`src/rtl/cache_mem_arbiter.sv`:
```
// Round-robin arbiter sharing one single-ported memory between I-cache refills
// and D-cache refills/write-backs, one cache line per grant.
module cache_mem_arbiter #(
   parameter int LINE_WORDS = 4,
   parameter int CNT_W      = 2
) (
   input  logic        CPU_CLK,
   input  logic        CPU_RST,
   input  logic        i_req,
   input  logic [31:0] i_addr,
   output logic [31:0] i_rdata,
   output logic        i_rvalid,
   output logic        i_done,
   input  logic        d_req,
   input  logic        d_we,
   input  logic [31:0] d_addr,
   input  logic [31:0] d_wdata,
   output logic        d_wready,
   output logic [31:0] d_rdata,
   output logic        d_rvalid,
   output logic        d_done,
   output logic        mem_req,
   output logic        mem_we,
   output logic [31:0] mem_addr,
   output logic [31:0] mem_wdata,
   input  logic [31:0] mem_rdata,
   input  logic        mem_ack,
   output logic        busy,
   output logic [1:0]  grant
);

   typedef enum logic [1:0] {IDLE, XFER_I, XFER_D, DONE} state_t;

   localparam logic [CNT_W-1:0] LAST_CNT = CNT_W'(LINE_WORDS - 1);

   state_t           r_state;
   state_t           w_next;
   logic [CNT_W-1:0] r_cnt;
   logic [31:0]      r_base;
   logic             r_we;
   logic             r_last_d;   // last granted side, also the side owning XFER/DONE
   logic             w_grant_i;
   logic             w_grant_d;
   logic             w_step;
   logic             w_last_word;
   logic [31:0]      w_addr;

   assign w_last_word = (r_cnt == LAST_CNT);
   assign w_addr      = r_base + {{(30-CNT_W){1'b0}}, r_cnt, 2'b00};

   always_ff @(posedge CPU_CLK or posedge CPU_RST) begin
      if (CPU_RST) r_state <= IDLE;
      else         r_state <= w_next;
   end

   // The counter holds on the last word so the address never runs past the line.
   always_ff @(posedge CPU_CLK or posedge CPU_RST) begin
      if (CPU_RST) begin
         r_cnt    <= '0;
         r_base   <= '0;
         r_we     <= 1'b0;
         r_last_d <= 1'b0;
      end else if (w_grant_i) begin
         r_cnt    <= '0;
         r_base   <= i_addr;
         r_we     <= 1'b0;
         r_last_d <= 1'b0;
      end else if (w_grant_d) begin
         r_cnt    <= '0;
         r_base   <= d_addr;
         r_we     <= d_we;
         r_last_d <= 1'b1;
      end else if (w_step && !w_last_word) begin
         r_cnt    <= r_cnt + 1'b1;
      end
   end

   always_comb begin
      w_next    = r_state;
      w_grant_i = 1'b0;
      w_grant_d = 1'b0;
      w_step    = 1'b0;
      i_rdata   = '0;
      i_rvalid  = 1'b0;
      i_done    = 1'b0;
      d_wready  = 1'b0;
      d_rdata   = '0;
      d_rvalid  = 1'b0;
      d_done    = 1'b0;
      mem_req   = 1'b0;
      mem_we    = 1'b0;
      mem_addr  = '0;
      mem_wdata = '0;
      busy      = 1'b1;
      grant     = 2'b00;
      case (r_state)
         IDLE: begin
            busy = 1'b0;
            // On a tie the side that did not win last time goes first.
            if (i_req && (!d_req || r_last_d)) begin
               w_grant_i = 1'b1;
               w_next    = XFER_I;
            end else if (d_req) begin
               w_grant_d = 1'b1;
               w_next    = XFER_D;
            end
         end
         XFER_I: begin
            grant    = 2'b01;
            mem_req  = 1'b1;
            mem_addr = w_addr;
            w_step   = mem_ack;
            if (mem_ack) begin
               i_rvalid = 1'b1;
               i_rdata  = mem_rdata;
               if (w_last_word) w_next = DONE;
            end
         end
         XFER_D: begin
            grant     = 2'b10;
            mem_req   = 1'b1;
            mem_we    = r_we;
            mem_addr  = w_addr;
            mem_wdata = r_we ? d_wdata : 32'h0;
            w_step    = mem_ack;
            if (mem_ack) begin
               if (r_we) begin
                  d_wready = 1'b1;
               end else begin
                  d_rvalid = 1'b1;
                  d_rdata  = mem_rdata;
               end
               if (w_last_word) w_next = DONE;
            end
         end
         DONE: begin
            grant  = {r_last_d, ~r_last_d};
            d_done = r_last_d;
            i_done = ~r_last_d;
            w_next = IDLE;
         end
         default: w_next = IDLE;
      endcase
   end

endmodule

```
`config.mk`:
```
export PLATFORM = sky130hd
export DESIGN_NAME = cache_mem_arbiter
export DESIGN_NICKNAME = d
export VERILOG_FILES = /design/src/rtl/cache_mem_arbiter.sv
export SDC_FILE = /design/constraint.sdc
export NUM_CORES = 1
export LEC_CHECK = 0
export CORE_ASPECT_RATIO = 0.6
export CORE_UTILIZATION = 30
export CTS_CLUSTER_DIAMETER = 120
export DETAILED_ROUTE_END_ITERATION = 7
export PLACE_DENSITY = 0.77
export SYNTH_ARGS = -nofsm -noshare
export SYNTH_HDL_FRONTEND = slang
export SYNTH_SLANG_ARGS = --single-unit
export TNS_END_PERCENT = 5
```
`constraint.sdc`:
```
create_clock -name CPU_CLK -period 2.69 [get_ports CPU_CLK]
set_input_delay 0.6725 -clock CPU_CLK [delete_from_list [all_inputs] [get_ports CPU_CLK]]
set_output_delay 0.6725 -clock CPU_CLK [all_outputs]
set_load 0.03 [all_outputs]
```
Word-level counts from Yosys, hierarchy flattened --
Index checks and enable logic that the tools add are counted.
Word-level totals: flip-flop bits (word level) 38, output and inout port bits 138
Operators by class: add/subtract/negate cells 2, eq/ne operators 7, muxes and demuxes 42, bitwise operators 1, reductions and logical operators 10
Operators by type and width (number):
- $mux W32 | 10
- $add A32 B4 Y32 | 1
- $mux W1 | 23
- $mux W2 | 7
- $pmux W2 S3 | 2
- $eq A2 B2 Y1 const B | 3
- $ne A2 B1 Y1 const B | 2
- $ne A3 B3 Y1 const B | 1
- $reduce_and A3 Y1 | 1
- $reduce_bool A3 Y1 | 1
- $add A2 B1 Y2 const B | 1
- $eq A2 B1 Y1 const B | 1
- $logic_and A1 B1 Y1 | 2
- $logic_not A1 Y1 | 2
- $logic_not A2 Y1 | 1
- $reduce_bool A2 Y1 | 1
- $reduce_or A2 Y1 | 1
- $logic_or A1 B1 Y1 | 1
- $not A1 Y1 | 1

Depth between registers and ports, before layout --
Gate-level depths: netlist (run 1).
word-level depth 7, mapped depth 7, depth with buffers taken out 6

Worst setup path after synthesis (run 1) --
No wires, ideal clock.
path type register to output, start point register r_cnt[0], end point output mem_addr[24], arrival time 2.366 ns, data required time 2.017 ns, slack -0.348 ns, cell stages (with the launch flop) 8, path buffers 1, cells stage by stage dfrtp_1 -> ha_1 -> fa_1 -> and4_1 -> clkbuf_1 -> nand4_1 -> or4_1 -> a21oi_1
Between the ends: longest elaborated chain between the ends 2
Ends and longest elaborated chain:
- start, declared | RTL line 38 | logic [CNT_W-1:0] r_cnt;
- start signal, assigned | RTL line 74 | r_cnt <= r_cnt + 1'b1;
- $add A32 B4 Y32 | RTL line 49 | assign w_addr = r_base + {{(30-CNT_W){1'b0}}, r_cnt, 2'b00};
- $mux W32 | RTL line 96 | case (r_state)
- end, declared | RTL line 24 | output logic [31:0] mem_addr,
No other way between the ends.

Worst setup path in the final report (run 1) --
start point register r_base[2], end point output mem_addr[22]
Between the ends: longest elaborated chain between the ends 2
Ends and longest elaborated chain:
- start, declared | RTL line 39 | logic [31:0] r_base;
- start signal, assigned | RTL line 65 | r_base <= i_addr;
- start signal, assigned | RTL line 70 | r_base <= d_addr;
- $add A32 B4 Y32 | RTL line 49
- $mux W32 | RTL line 96
No other way between the ends.

==> results.yml, run 1 <==
routing:
  via_density_per_instance: 4.997
  routedWlPerCell_um: 16.48
  drc: 0
  ant_nets: 0
  first_iter_violations: 325
  drt_pass1_iterations: 4
  vias: 4327
  drt_wl_total_um: 14270
finish:
  utilization_pct: 62.00
  footprint_of_the_multi_input_gates_mm2: 0.002470
  area.growth.synth_to_final_pct: 96.76
  antenna_cells_inserted: 0
  layout-drive-gt1-share_pct: 30.95
  layout.area.seq_um2: 952.2
  num-fill-cells: 903
  layout_commonest_cell: "buf_4"
  layout.cell_area.non_filler_mm2: 0.006681
  nets: 869
  most-common-layout-cells: "148 x buf_4, 136 x clkdlybuf4s50_1, 68 x and3_1"
clock_tree:
  tritoncts_num_sinks: 38
  clock_tree.root_cell: "clkbuf_16"
  cts_tree: "built"
  cts.htree.levels: 2
  worst_skew_pair.late_latency_ns: 0.29
  clock_path_buffers: 2
  clkTransAtPathRegs_ns: 0.06
  numCtsBuffers: 5
setup_path:
  worst_r2r_path_depth: 6
  worst_setup_path_endpoint: "mem_addr[22]"
  regToRegStartpoint: "r_state[0]$_DFFE_PP0P_"
  startpoint_type: "flip-flop"
  cp_data_arrival_time_ns: 2.39
  endpoint_kind: "output port"
  worst_setup_path_startpoint: "r_base[2]$_DFFE_PP0P_"
  critical_path_peak_fanout: 6
  ff_to_ff_setup_slack_ns: 0.69
  regToRegEndpoint: "r_base[26]$_DFFE_PP0P_"
  criticalPathCategory: "flip-flop to output port"
  worst-endpoint-required_ns: 2.02
grt:
  grt_start_max_net_pins: 42
  grt_first_pass_wirelength_um: 22340
  grt.overflow.total: 0
  via_count_of_the_first_global_routing_pass: 4365
  antenna_found_initial: 0
  grtUsageTotal_pct: 23.84
synth:
  muxShareOfSynthArea_pct: 10.10
  synth.net_count: 580
  synthFlopType: "dfrtp_1"
  synth-async-reset-ratio_pct: 100.0
  synth-adder-area-share_pct: 3.537
  compound_gate_fraction_of_synth_area_pct: 12.01
  yosys.area_share.simple_pct: 38.03
  yosysTopAreaCellShare_pct: 28.00
  synthDistinctLibCells: 41
  ys_top_cells_by_area: "dfrtp_1 28%, and3_1 13%, mux2i_1 9.4%"
  synth-warning-count: 0
  netlist_area_mm2: 0.003396
  netlist_instances: 437
  syn_area_per_cell_um2: 7.771
  synth_top_cell_by_area: "dfrtp_1"
  synth_edf_count: 0
  dominant_combinational_cell_family_by_area_after_synthesis: "simple AND/OR/NAND/NOR gates"
  post_synth_xor_area_fraction_pct: 3.353
  total_of_flip_flops_plus_latches_after_synthesis: 38
  seq_area_frac_synth_pct: 28.00
sta:
  clock_skew_ns: 0.003907
  rsz_0062_raised_after_global_routing: "true"
  finalHoldViolations: 0
  fmax_ghz: 0.3270
  drv_slew: 0
  timing.final.setup_violations: 20
  hold_ws_ns: 0.4782
  setup-tns-final_ns: -3.878
  final_period_minus_worst_setup_slack_ns: 3.058
  worst_pin_slew_ns: 0.6690
  post-route-period-util_pct: 113.7
  postLayoutSetupSlackWorst_ns: -0.3682
  relSlewSlack_pct: 55.13
die:
  placement_rows: 29
  dieArea_mm2: 0.01176
  boundaryPins: 272
  chipHeight_um: 84.41
  chipWidth_um: 139.4
  floorplan.core_area_mm2: 0.01078
  initial_core_utilization_pct: 31.51
placement:
  dp_slack_ns: -0.2304
  place.detailed.hpwl_um: 11170
  place_area_mm2: 0.006327
  io_buffers: 271
  place.gp.congestion: 0.8456
min_path:
  hold_class: "flip-flop to flip-flop"
flow_run:
  count_of_max_cap_constraint_violations: 0
power_and_ir_drop:
  power_per_cell_area_mw_per_mm2: 990.6
  power.ir.vdd_worst_mv: 0.5127
  power.leakage_uw: 0.003146
status:
  failed_checks: "negative setup slack"
  result_of_the_run: "finished with violations"
registers in the layout (all words and copies together) (netlist names):
signal	flops
r_base	32
r_cnt	2
r_last_d	1
r_state	2
r_we	1
cells in the mapped netlist (2+ instances only):
master    instances
a21oi_1          18
a31o_2            2
and2_1           43
and3_1           69
and4_1            2
buf_2             3
clkbuf_1         28
dfrtp_1          38
ha_1              8
inv_1             9
mux2_2            2
mux2i_1          32
nand2_1          49
nand3_1           9
nand4_1          10
nor2_1           14
nor2b_1           2
nor4_1            4
o21ai_0          42
o31ai_1           8
or3_1             5
or3_2             2
or4_1             9
xnor2_1           6
xor2_1            7
layout make-up:
class                           instances  share of cell area, %
Tap cell                              139                  2.603
Clock inverter                          2                 0.1873
Multi-Input combinational cell        357                  36.97
Inverter                                9                 0.5056
Timing Repair Buffer                  315                  43.41
Sequential cell                        38                  14.25
Clock buffer                            6                  2.079
power by group:
group	internal, uW	switching, uW
clock	367	246
sequential	853	299
combinational	1990	2860
worst max-delay path: stages (launching register included):
cell and delay (ns):
dfrtp_1 0.36, ha_2 0.20, fa_2 0.21, and4_4 0.27, nand4_1 0.17, buf_4 0.21
or3_4 0.38, a21oi_4 0.14, buf_6 0.15
per-layer routing:
layer	vias up	GRT usage, %	share of wire, %
li1	2142	-	-
met1	2012	32.48	45
met2	160	38.78	47
met3	13	4.564	6.9
met4	0	5.960	1.0
met5	-	0	0
worst min-delay path by stage:
stage / start / end / slack [ns] / cells past startpoint
after global placement: r_base[1]$_DFFE_PP0P_ / r_base[1]$_DFFE_PP0P_ / 0.46 / 2
after CTS: r_base[1]$_DFFE_PP0P_ / r_base[1]$_DFFE_PP0P_ / 0.48 / 2
after floorplan: r_base[0]$_DFFE_PP0P_ / r_base[0]$_DFFE_PP0P_ / 0.44 / 2
after global routing: r_base[0]$_DFFE_PP0P_ / r_base[0]$_DFFE_PP0P_ / 0.49 / 2
after detailed placement: r_base[1]$_DFFE_PP0P_ / r_base[1]$_DFFE_PP0P_ / 0.46 / 2
final: r_base[0]$_DFFE_PP0P_ / r_base[0]$_DFFE_PP0P_ / 0.48 / 2
cells by family after synthesis:
family | after synthesis
buffers and inverters | 42
and+or+nand+nor | 227
adders and majority gates | 9
DFF | 38
xor gates and xnor gates | 13
AOI/OAI and AO/OA | 74
muxes | 34
per-stage QoR:
stage / power (uW) / std cells
final: 6619 / 866
after global routing: 7042 / 866
after CTS: 6544 / 866
after detailed placement: 5815 / 851
after global placement: 5709 / 851
after floorplan: 3894 / 437
repair_timing:
action                                  4_1_cts  5_1_grt
pin swaps                                    13       11
setup buffers                                 7        0
hold buffers                                  0        0
gates resized for setup                      34       14
endpoints found under the setup margin       33       35
Power figures use the tool's default switching activity.
==> run 2, diff against run 1 <==
- PLACE_DENSITY: 0.77 -> 0.74
- clock period: 2.69 -> 3.95 ns (I/O delays scaled with it)
==> results.yml, run 2 (synthesized netlist as in run 1, its figures left out) <==
sta:
  relSlewSlack_pct: 39.53
  final_period_minus_worst_setup_slack_ns: 3.839
  fmax_ghz: 0.2605
  worst_pin_slew_ns: 0.9071
  timing.final.setup_violations: 0
  clock_skew_ns: 0.006136
  postLayoutSetupSlackWorst_ns: 0.1106
  setup-tns-final_ns: 0
  drv_slew: 0
  post-route-period-util_pct: 97.20
  rsz_0062_raised_after_global_routing: "false"
  finalHoldViolations: 0
setup_path:
  endpoint_kind: "output port"
  path_cells: "ha_1, a21oi_1, or3_4, or4_1, a21oi_1, clkdlybuf4s50_1"
  critical-path-top-cell-by-count: "a21oi_1"
  cp.buffers_inverters: 1
  critical_path_peak_fanout: 12
  cp_data_arrival_time_ns: 2.85
  timing.critical_path.slowest_cell_delay_ns: 0.70
  worst-endpoint-required_ns: 2.96
  startpoint_type: "flip-flop"
  cp_slowest_cell: "clkdlybuf4s50_1"
  cp_top_family: "simple AND/OR/NAND/NOR gates"
  criticalPathCategory: "flip-flop to output port"
finish:
  largest_register_ff_count: 32
  fin_cells: 834
  antenna_cells_inserted: 0
  layout_commonest_cell: "clkdlybuf4s50_1"
  most-common-layout-cells: "224 x clkdlybuf4s50_1, 68 x and3_1, 49 x nand2_1"
  layout-drive-gt1-share_pct: 9.928
  utilization_pct: 58.99
  top_register: "r_base"
  top_regs: "r_base x32, r_cnt x2, r_state x2"
  nets: 837
  area.growth.synth_to_final_pct: 87.21
flow_run:
  count_of_max_cap_constraint_violations: 0
routing:
  ant_nets: 0
  drt_pass1_iterations: 4
  first_iter_violations: 329
  vias: 4204
  routedWlPerCell_um: 16.87
  drc: 0
  drt_wl_total_um: 14070
  via_density_per_instance: 5.041
clock_tree:
  worst_skew_pair.late_latency_ns: 0.28
  holdBufCountCts: 0
  clock_tree.root_cell: "clkbuf_16"
  numCtsBuffers: 5
  clock_path_buffers: 2
  tritoncts_num_sinks: 38
  clkTransAtPathRegs_ns: 0.05
  cts.htree.levels: 2
  cts_tree: "built"
power_and_ir_drop:
  power_per_cell_area_mw_per_mm2: 651.9
  net-switching-power_uw: 2134
  combPwrFrac_pct: 69.7
  power_frac_clock_pct: 9.7
  report.power.total_uw: 4144
  power.ir.vdd_worst_mv: 0.3926
  power.leakage_uw: 0.002813
  internal_power_uw: 2010
  seq_power_share_pct: 20.6
  sw_frac_of_total_pct: 51.49
grt:
  grtUsageTotal_pct: 23.51
  antenna_found_initial: 0
  grt_start_max_net_pins: 68
  grt.overflow.total: 0
  grt_first_pass_wirelength_um: 21870
  via_count_of_the_first_global_routing_pass: 3990
die:
  placement_rows: 29
  initial_core_utilization_pct: 31.51
  boundaryPins: 272
  floorplan.core_area_mm2: 0.01078
  dieArea_mm2: 0.01176
  chipHeight_um: 84.41
  chipWidth_um: 139.4
placement:
  placed_cells_incl_taps: 826
  place.gp.congestion: 0.8709
  io_buffers: 271
  place.detailed.hpwl_um: 11330
  dp_slack_ns: 0.2462
status:
  result_of_the_run: "finished, final reports clean"
min_path:
  hold_class: "flip-flop to flip-flop"
## run 2: cell count changes in the layout (fill, tap and decap cells not counted), sizes merged
cell,delta
clkbuf,+1
dlymetal6s2s,+2
clkdlybuf4s15,-2
buf,-122
clkdlybuf4s50,+88
dlygate4sd2,+2
clkinvlp,-1
## run 2: worst paths after layout
check	end	slack, ns	depth (start not counted)	from
min	r_base[31]$_DFFE_PP0P_	0.48	2	r_base[31]$_DFFE_PP0P_
max	mem_addr[19]	0.11	6	r_cnt[1]$_DFFE_PP0P_
max reg2reg	r_base[20]$_DFFE_PP0P_	1.68	6	r_state[1]$_DFFE_PP0P_
min in group asynchronous	r_base[0]$_DFFE_PP0P_	1.14	3	CPU_RST
max in group asynchronous	r_base[23]$_DFFE_PP0P_	2.46	3	CPU_RST
min reg2reg	r_base[31]$_DFFE_PP0P_	0.48	2	r_base[31]$_DFFE_PP0P_
## run 2: per-stage QoR
| stage | hold slack (ns) | instance area, um2 |
|---|---|---|
| after floorplan | 0.4418 | 3396 |
| after global placement | 0.4664 | 6207 |
| after detailed placement | 0.4756 | 6207 |
| after CTS | 0.4885 | 6347 |
| after global routing | 0.5090 | 6357 |
| final | 0.4835 | 6357 |
## run 2: power by group through the flow
| stage | sequential [uW] | combinational, uW | clock [uW] |
|---|---|---|---|
| after global routing | 894 | 3110 | 426 |
| after detailed placement | 853 | 2930 | 0 |
| after floorplan | 760 | 1800 | 0 |
| after global placement | 840 | 2890 | 0 |
| final | 855 | 2890 | 401 |
| after CTS | 848 | 2910 | 409 |
## run 2: layout make-up
cell class,count,area [um2]
clock buffer,7,142.6
clock inverter,1,5.005
fill,963,4419
inverter,9,33.78
multi-input combinational,357,2288
sequential,38,950.9
tap,139,173.9
timing repair buffer,283,2763
## run 2: per-layer routing
metal	up-vias	global-route usage, %	part of all wire [%]
met3	22	4.450	6.6
met4	0	6.970	2.0
met5	-	0	0
met1	1951	31.65	46
li1	2072	-	-
met2	159	38.28	46
## run 2: repair_timing
item	4_1_cts	5_1_grt
resized for setup	6	4
endpoints found under the setup margin	6	4
cloned	0	0
setup buffers	0	0
## run 2: worst reg2reg max path, stage by stage, from the launching register on
cell,delay (ns)
dfrtp_1,0.43
inv_1,0.15
ha_1,0.37
and3_2,0.56
buf_12,0.25
mux2i_1,0.29
o21ai_0,0.10
